**src/rtl/instr_fetch_prefetcher.sv**
```systemverilog
// instr_fetch_prefetcher: Wishbone classic instruction fetcher feeding an in-order prefetch FIFO
module instr_fetch_prefetcher #(
  parameter int ADDR_SIZE = 32,
  parameter int DATA_SIZE = 32,
  parameter int DEPTH_LOG2 = 2,
  parameter logic [ADDR_SIZE-1:0] RESET_PC = '0
) (
  input  logic                 CLK_I,
  input  logic                 RST_NI,
  output logic                 CYC_O,
  output logic                 STB_O,
  output logic [ADDR_SIZE-1:0] ADR_O,
  input  logic [DATA_SIZE-1:0] DAT_I,
  input  logic                 ACK_I,
  input  logic                 redirect_i,
  input  logic [ADDR_SIZE-1:0] redirect_pc_i,
  output logic [DATA_SIZE-1:0] instr_o,
  output logic [ADDR_SIZE-1:0] pc_o,
  output logic                 valid_o,
  input  logic                 ready_i
);
  localparam int DEPTH = 1 << DEPTH_LOG2;
  localparam logic [ADDR_SIZE-1:0] STEP = ADDR_SIZE'(DATA_SIZE / 8);
  localparam logic [DEPTH_LOG2:0] FULL = (DEPTH_LOG2 + 1)'(DEPTH);
  typedef enum logic [1:0] {IDLE, REQ, DISCARD} state_t;
  state_t state_q, state_d;
  logic cyc_q, cyc_d;
  logic [ADDR_SIZE-1:0] adr_q, adr_d, fetch_pc_q, fetch_pc_d, redir_pc;
  logic [DEPTH_LOG2-1:0] wr_q, wr_d, rd_q, rd_d;
  logic [DEPTH_LOG2:0] cnt_q, cnt_d;
  logic [ADDR_SIZE+DATA_SIZE-1:0] mem_q [DEPTH];
  logic push, pop, issue, done;
  assign CYC_O = cyc_q;
  assign STB_O = cyc_q;
  assign ADR_O = adr_q;
  assign valid_o = cnt_q != '0;
  assign {pc_o, instr_o} = mem_q[rd_q];
  always_comb begin
    redir_pc = redirect_pc_i & ~(STEP - 1'b1);
    push = state_q == REQ && ACK_I && !redirect_i;
    pop = valid_o && ready_i && !redirect_i;
    issue = state_q == IDLE && !redirect_i && cnt_q < FULL;
    done = state_q != IDLE && ACK_I;
    state_d = issue ? REQ : done ? IDLE : (state_q == REQ && redirect_i) ? DISCARD : state_q;
    cyc_d = issue || (cyc_q && !done);
    adr_d = issue ? fetch_pc_q : adr_q;
    fetch_pc_d = redirect_i ? redir_pc : push ? fetch_pc_q + STEP : fetch_pc_q;
    wr_d = redirect_i ? '0 : wr_q + DEPTH_LOG2'(push);
    rd_d = redirect_i ? '0 : rd_q + DEPTH_LOG2'(pop);
    cnt_d = redirect_i ? '0 : cnt_q + (DEPTH_LOG2 + 1)'(push) - (DEPTH_LOG2 + 1)'(pop);
  end
  always_ff @(posedge CLK_I or negedge RST_NI) begin
    if (!RST_NI) begin
      state_q <= IDLE;
      cyc_q <= 1'b0;
      adr_q <= RESET_PC;
      fetch_pc_q <= RESET_PC;
      wr_q <= '0;
      rd_q <= '0;
      cnt_q <= '0;
    end else begin
      state_q <= state_d;
      cyc_q <= cyc_d;
      adr_q <= adr_d;
      fetch_pc_q <= fetch_pc_d;
      wr_q <= wr_d;
      rd_q <= rd_d;
      cnt_q <= cnt_d;
    end
  end
  always_ff @(posedge CLK_I) begin
    if (push) mem_q[wr_q] <= {fetch_pc_q, DAT_I};
  end
  assert property (@(posedge CLK_I) disable iff (!RST_NI) !(push && cnt_q == FULL));
endmodule

```
**config.mk**
```make
export PLATFORM = sky130hd
export DESIGN_NAME = instr_fetch_prefetcher
export DESIGN_NICKNAME = d
export VERILOG_FILES = /design/src/rtl/instr_fetch_prefetcher.sv
export SDC_FILE = /design/constraint.sdc
export NUM_CORES = 1
export LEC_CHECK = 0
export ABC_AREA = 1
export CAP_MARGIN = 20
export CORE_MARGIN = 2
export CORE_UTILIZATION = 37
export CTS_BUF_LIST = sky130_fd_sc_hd__clkbuf_8
export CTS_CLUSTER_DIAMETER = 50
export CTS_CLUSTER_SIZE = 16
export DETAILED_ROUTE_END_ITERATION = 8
export DONT_BUFFER_PORTS = 1
export GPL_TIMING_DRIVEN = 0
export HOLD_SLACK_MARGIN = 0.08
export PLACE_DENSITY_LB_ADDON = 0.08
export SLEW_MARGIN = 0
export SYNTH_ARGS = -nofsm -noshare
export SYNTH_HDL_FRONTEND = slang
export SYNTH_SLANG_ARGS = --single-unit
```
**constraint.sdc**
```tcl
create_clock -name CLK_I -period 13.8 [get_ports CLK_I]
set_clock_uncertainty 0.05 [all_clocks]
set_input_delay 2.76 -clock CLK_I [delete_from_list [all_inputs] [get_ports CLK_I]]
set_output_delay 2.76 -clock CLK_I [all_outputs]
set_load 0.005 [all_outputs]
```
==> impl_metrics.ini, run 1 <==
[logic_synthesis]
synth_cells = 1102
ys.flop_type = edfxtp_1
ys.warnings.count = 0
synth.avg_cell_area_um2 = 11.7
synth-edff-count = 248
synth-seq-area-share = 0.711
async_reset_ff_frac = 0.220
yosys_register_bits = 318
ys_types = 33
synth_common_cells = 248 x edfxtp_1, 179 x nor2_1, 166 x nand2_1
synthMostInstantiatedCell = edfxtp_1
synth_top_cell_area_share = 0.575
synth_area_um2 = 12900
synth_top_area_cell = edfxtp_1
synth_area_leaders = edfxtp_1 58%, dfrtp_1 14%, o21ai_0 6.0%

[critical_path]
crit_required_ns = 10.99
worst-path-stages = 5
arrival_ns = 2.55
reg2reg_depth = 10
worstSetupPathType = reg2out
worst-path-max-fanout = 10
end_kind = primary output
crit_start = rd_q[0]
crit_end = pc_o[18]
timing.rr.end = mem_q[0][22]
r2r-start = state_q[1]
crit_slowest_cell = clkbuf_1
r2r_slack_ns = 10.90
critPathLaunchType = flip-flop
critPathTopFamily = buffers and inverters
cp_cell_sequence = buf_2 -> buf_2 -> clkbuf_1 -> nor2_1 -> o22ai_1
cpPeakStageDelay_ns = 0.50
cp_common_cell = buf_2
worst-path-buf-inv = 3

[global_routing]
antenna_found_initial = 2
grt_pass1_vias = 8519
grt_pass1_wl_um = 53600
groute.usage.overall = 0.198
overflow = 0
grt_max_degree = 71

[cts]
clock_latency_ns = 0.56
cts_tree = yes
cts_hold_buffers = 0
cts_buffer_depth = 3
htree_levels = 2
post_cts_resized = 0
clkTransAtPathRegs_ns = 0.09
cts_made_buffers = 37
cts-root-buf = clkbuf_8
postCtsSetupRepairBufs = 0
cts.sinks = 318

[die]
initial_core_util = 0.376
fp.coreArea_um2 = 34500
die_area_um2 = 36500
fp-row-count = 68
num_io_pins = 168
chipWidth_um = 191
die_h_um = 191

[place]
place_worst_setup_slack_ns = 8.56
port_buffers = 0
place_congestion = 0.867
place_hpwl_um = 24800

[power_and_ir_drop]
p_sw_mw = 0.760
powerDensity_nw_per_um2 = 161
cellInternalPower_mw = 1.61
p_leak_nw = 5.29
swShare = 0.321
combinationalPowerShare = 0.169
max-vdd-ir-drop_uv = 81.9
p_seq_frac = 0.523
p_clk_frac = 0.308

[sta]
fmax_ghz = 0.187
rsz0062_at_grt = false
fin_crit_sh = 0.388
slew_headroom = 0.387
tightestPinTransition_ns = 0.915
setup_slack_ns = 8.44
fin_tns_setup_ns = 0
report.final.slew_viol_count = 0
min_period_ns = 5.36
finalHoldViolations = 0
setup_viol_count_final = 0

[finish]
drive_above_1_share = 0.134
num-nets-final = 1248
area_growth_pct = 13.7

[route]
viasPerCell = 5.06
routed_wl_um = 35800
post_drt_wl_per_cell_um = 21.6
dr.pass1.iters = 5
dr_total_vias = 8397
drt_iter0_drc = 567
route.antenna.remaining_nets = 0
drc = 0

[status]
status = finished clean

[hold_path]
hold_path_class = reg2reg
hold_path_depth = 2

[job]
drv_cap = 0
-- kinds of logic after synthesis --
group,Yosys count,synth area share
adder cells (fa/ha/maj),6,0.00638
flip-flops,318,0.711
AO/OA/AOI/OAI,231,0.0971
other,1,0.000290
multiplexers,6,0.00522
AND/OR/NAND/NOR,425,0.139
buffers and inverters,104,0.0343
XOR/XNOR,11,0.00744
-- registers in the layout, indices dropped and copies added (netlist names) --
| register | count |
|---|---|
| cnt_q | 3 |
| fetch_pc_q | 30 |
| rd_q | 2 |
| mem_q | 248 |
| ADR_O | 30 |
| CYC_O | 1 |
| state_q | 2 |
| wr_q | 2 |
-- worst min-delay path by stage --
stage               startpoint         to  slack [ns]
global placement     ADR_O[23]  ADR_O[23]        0.46
floorplan            ADR_O[12]  ADR_O[12]        0.43
finish                ADR_O[6]   ADR_O[6]        0.48
global route         ADR_O[30]  ADR_O[30]        0.50
CTS                  ADR_O[25]  ADR_O[25]        0.48
detailed placement   ADR_O[25]  ADR_O[25]        0.45
-- area by class of cell --
class,count,area [um2]
diodes,1,2.50
clock inverters,29,309
inverters,44,165
repair buffers,29,330
multi-input cells,683,3330
plain buffers,60,279
flip-flops and latches,318,9200
well taps,455,569
clock buffers,39,537
fillers,3326,19700
-- power groups by stage --
stage / Clock (mW) / Combinational, mW / Sequential [mW]
finish: 0.728 / 0.400 / 1.24
global route: 0.791 / 0.454 / 1.25
CTS: 0.753 / 0.412 / 1.24
detailed placement: 0 / 0.411 / 1.26
global placement: 0 / 0.399 / 1.27
floorplan: 0 / 0.270 / 1.22
-- worst register-to-register path, cell delays in order, from the launching register on --
cell	delay, ns
dfrtp_1	0.38
inv_1	0.09
nand3_2	0.15
nor2_1	0.19
inv_2	0.14
nor3_2	0.72
buf_6	0.26
buf_6	0.18
buf_6	0.16
buf_6	0.15
buf_6	0.14
-- metrics by stage --
| step | cell area, um2 | util | std cells | hold WS, ns | power (mW) |
|---|---|---|---|---|---|
| after floorplan | 13000 | - | 1105 | 0.426 | 1.49 |
| after global placement | 13500 | 0.392 | 1560 | 0.457 | 1.67 |
| after detailed placement | 13900 | 0.403 | 1589 | 0.455 | 1.67 |
| after CTS | 14700 | 0.427 | 1657 | 0.484 | 2.41 |
| after global routing | 14700 | 0.427 | 1657 | 0.504 | 2.50 |
| final | 14700 | 0.427 | 1658 | 0.476 | 2.36 |
-- metal layers --
metal  global-route usage  share of wire  vias up
li1                     -              -     4032
met1                0.257           0.42     4102
met2                0.331           0.49      211
met3               0.0468          0.066       50
met4               0.0549          0.023        2
met5                    0        0.00036        -
-- layout by cell type, fill, tap and decap left out, drive strengths merged --
cell type,count
a21oi,6
a221oi,1
a31oi,1
and2,1
and3,1
buf,54
bufinv,3
clkbuf,74
clkinv,11
clkinvlp,4
conb,4
dfrtp,70
diode,1
edfxtp,248
fa,1
ha,5
inv,55
mux2,6
nand2,176
nand3,42
nand3b,1
nand4,3
nor2,196
nor3,5
o211ai,5
o21ai,154
o21bai,1
o221ai,1
o22ai,62
xnor2,2
xor2,9
(Power assumes the default switching activity.)
==> inputs of run 2 (changes only) <==
==> constraint.sdc (replaced) <==
create_clock -name CLK_I -period 5.5 [get_ports CLK_I]
set_clock_uncertainty 0.05 [all_clocks]
set_input_delay 1.1 -clock CLK_I [delete_from_list [all_inputs] [get_ports CLK_I]]
set_output_delay 1.1 -clock CLK_I [all_outputs]
set_load 0.005 [all_outputs]
==> results of run 2 <==
The final DEF is identical to that of run 1. Status: finished clean.
Among the figures that moved: setup slack after placement 8.56 ns -> 1.92 ns; setup slack after layout 8.44 ns -> 1.80 ns; hold slack 0.476 ns -> 0.179 ns; register-to-register setup slack 10.90 ns -> 2.60 ns; total power 2.36 mW -> 5.93 mW; worst IR drop on VDD 81.9 uV -> 205 uV
==> inputs of run 3 (changes only) <==
==> constraint.sdc (replaced) <==
create_clock -name CLK_I -period 3.8 [get_ports CLK_I]
set_clock_uncertainty 0.05 [all_clocks]
set_input_delay 0.76 -clock CLK_I [delete_from_list [all_inputs] [get_ports CLK_I]]
set_output_delay 0.76 -clock CLK_I [all_outputs]
set_load 0.005 [all_outputs]
==> impl_metrics.ini, run 3 (synthesis results as in run 1) <==
[status]
status = finished clean

[sta]
setup_viol_count_final = 0
slew_headroom = 0.382
tightestPinTransition_ns = 0.924
report.final.slew_viol_count = 0
min_period_ns = 3.32
hold_slack_ns = 0.223
rsz0062_at_grt = false
finalHoldViolations = 0
fmax_ghz = 0.301
fin_crit_sh = 0.874

[finish]
largest_register_ff_count = 248
finish.utilization = 0.430
drive_above_1_share = 0.124
final_common_cell = edfxtp_1
final_cell_mix = 248 x edfxtp_1, 179 x nor2_1, 166 x nand2_1
area_growth_pct = 14.6
num-nets-final = 1237
regMostFlops = mem_q
diodes = 0

[global_routing]
grt_pass1_wl_um = 53300
grt_max_degree = 71
overflow = 0
groute.usage.overall = 0.198
antenna_found_initial = 0
grt_pass1_vias = 8334

[power_and_ir_drop]
p_leak_nw = 5.31
max-vdd-ir-drop_uv = 417
powerDensity_nw_per_um2 = 581

[critical_path]
crit_required_ns = 2.99
reg2reg_depth = 8
timing.rr.end = mem_q[1][22]
worst-path-max-fanout = 10
r2r_slack_ns = 1.18
critPathLaunchType = flip-flop
arrival_ns = 2.51
worstSetupPathType = reg2out
end_kind = primary output
r2r-start = state_q[1]

[route]
routed_wl_um = 35800
drt_iter0_drc = 547
drc = 0
viasPerCell = 5.07
route.antenna.remaining_nets = 0
dr.pass1.iters = 5
post_drt_wl_per_cell_um = 21.8
dr_total_vias = 8330

[die]
initial_core_util = 0.376
num_io_pins = 168
die_area_um2 = 36500
fp.coreArea_um2 = 34500
chipWidth_um = 191
fp-row-count = 68
die_h_um = 191

[hold_path]
hold-path-endpoint = state_q[1]
min_from = ACK_I
hold_path_depth = 1
hold_path_class = in2reg

[place]
place_congestion = 0.838
place_hpwl_um = 24200
port_buffers = 0

[cts]
cts_tree = yes
cts_buffer_depth = 3
cts_made_buffers = 36
clkTransAtPathRegs_ns = 0.09
cts-root-buf = clkbuf_8
htree_levels = 2
clock_latency_ns = 0.55
cts.sinks = 318

[job]
drv_cap = 0
==> run 3: cell count changes in the layout (fill, tap and decap cells not counted), moves of 3 or more <==
cell,change
buf_8,+3
buf_16,+12
nor3_2,-4
buf_6,-24
nor3_4,+4
clkinvlp_4,-3
==> run 3: cell type report <==
| cell class | instances | area (um2) |
|---|---|---|
| inverter | 44 | 165 |
| timing repair buffer | 19 | 430 |
| buffer | 60 | 279 |
| fill | 3244 | 19600 |
| clock inverter | 26 | 322 |
| tap | 455 | 569 |
| multi-input combinational | 683 | 3360 |
| sequential | 318 | 9200 |
| clock buffer | 37 | 509 |
==> run 3: critical path: stages (launching register included) <==
cell and delay [ns]:
dfrtp_1 0.36, buf_2 0.26, buf_2 0.33, clkbuf_1 0.50, nor2_1 0.11, o22ai_1 0.40
==> run 3: repair_timing <==
| action | CTS | global route |
|---|---|---|
| hold endpoints to repair | 70 | 0 |
| resized for setup | 0 | 0 |
| hold buffers | 2 | 0 |
| setup endpoints to repair | 0 | 0 |
| buffers inserted | 0 | 0 |
==> run 3: how the worst max path moves through the flow <==
stage | from | end | cells after the start
finish | rd_q[0] | pc_o[18] | 5
global placement | redirect_i | mem_q[3][25] | 4
detailed placement | redirect_i | cnt_q[2] | 12
global route | rd_q[0] | pc_o[12] | 5
floorplan | redirect_i | mem_q[0][0] | 4
CTS | rd_q[0] | pc_o[15] | 5
==> run 3: stage by stage <==
| step | std cells | cell area (um2) | setup TNS [ns] | power, mW | setup slack (ns) |
|---|---|---|---|---|---|
| floorplan | 1105 | 13000 | -70.82 | 5.42 | -0.286 |
| global placement | 1560 | 13500 | -650.48 | 6.04 | -2.77 |
| detailed placement | 1577 | 14000 | 0 | 6.08 | 0.675 |
| CTS | 1642 | 14800 | 0 | 8.77 | 0.375 |
| global route | 1642 | 14800 | 0 | 9.08 | 0.284 |
| finish | 1642 | 14800 | 0 | 8.62 | 0.478 |
==> run 3: power breakdown <==
group,total [mW],switching (mW),internal (mW)
Sequential,4.49,0.348,4.14
Combinational,1.48,1.03,0.452
Clock,2.65,1.34,1.31
==> run 3: metal layers <==
metal  share of wire  wire length (um)  track usage
met1            0.44             15700        0.262
met2            0.48             17100        0.327
met3           0.062              2220       0.0441
met4           0.022               777       0.0540
met5               0                 0            0
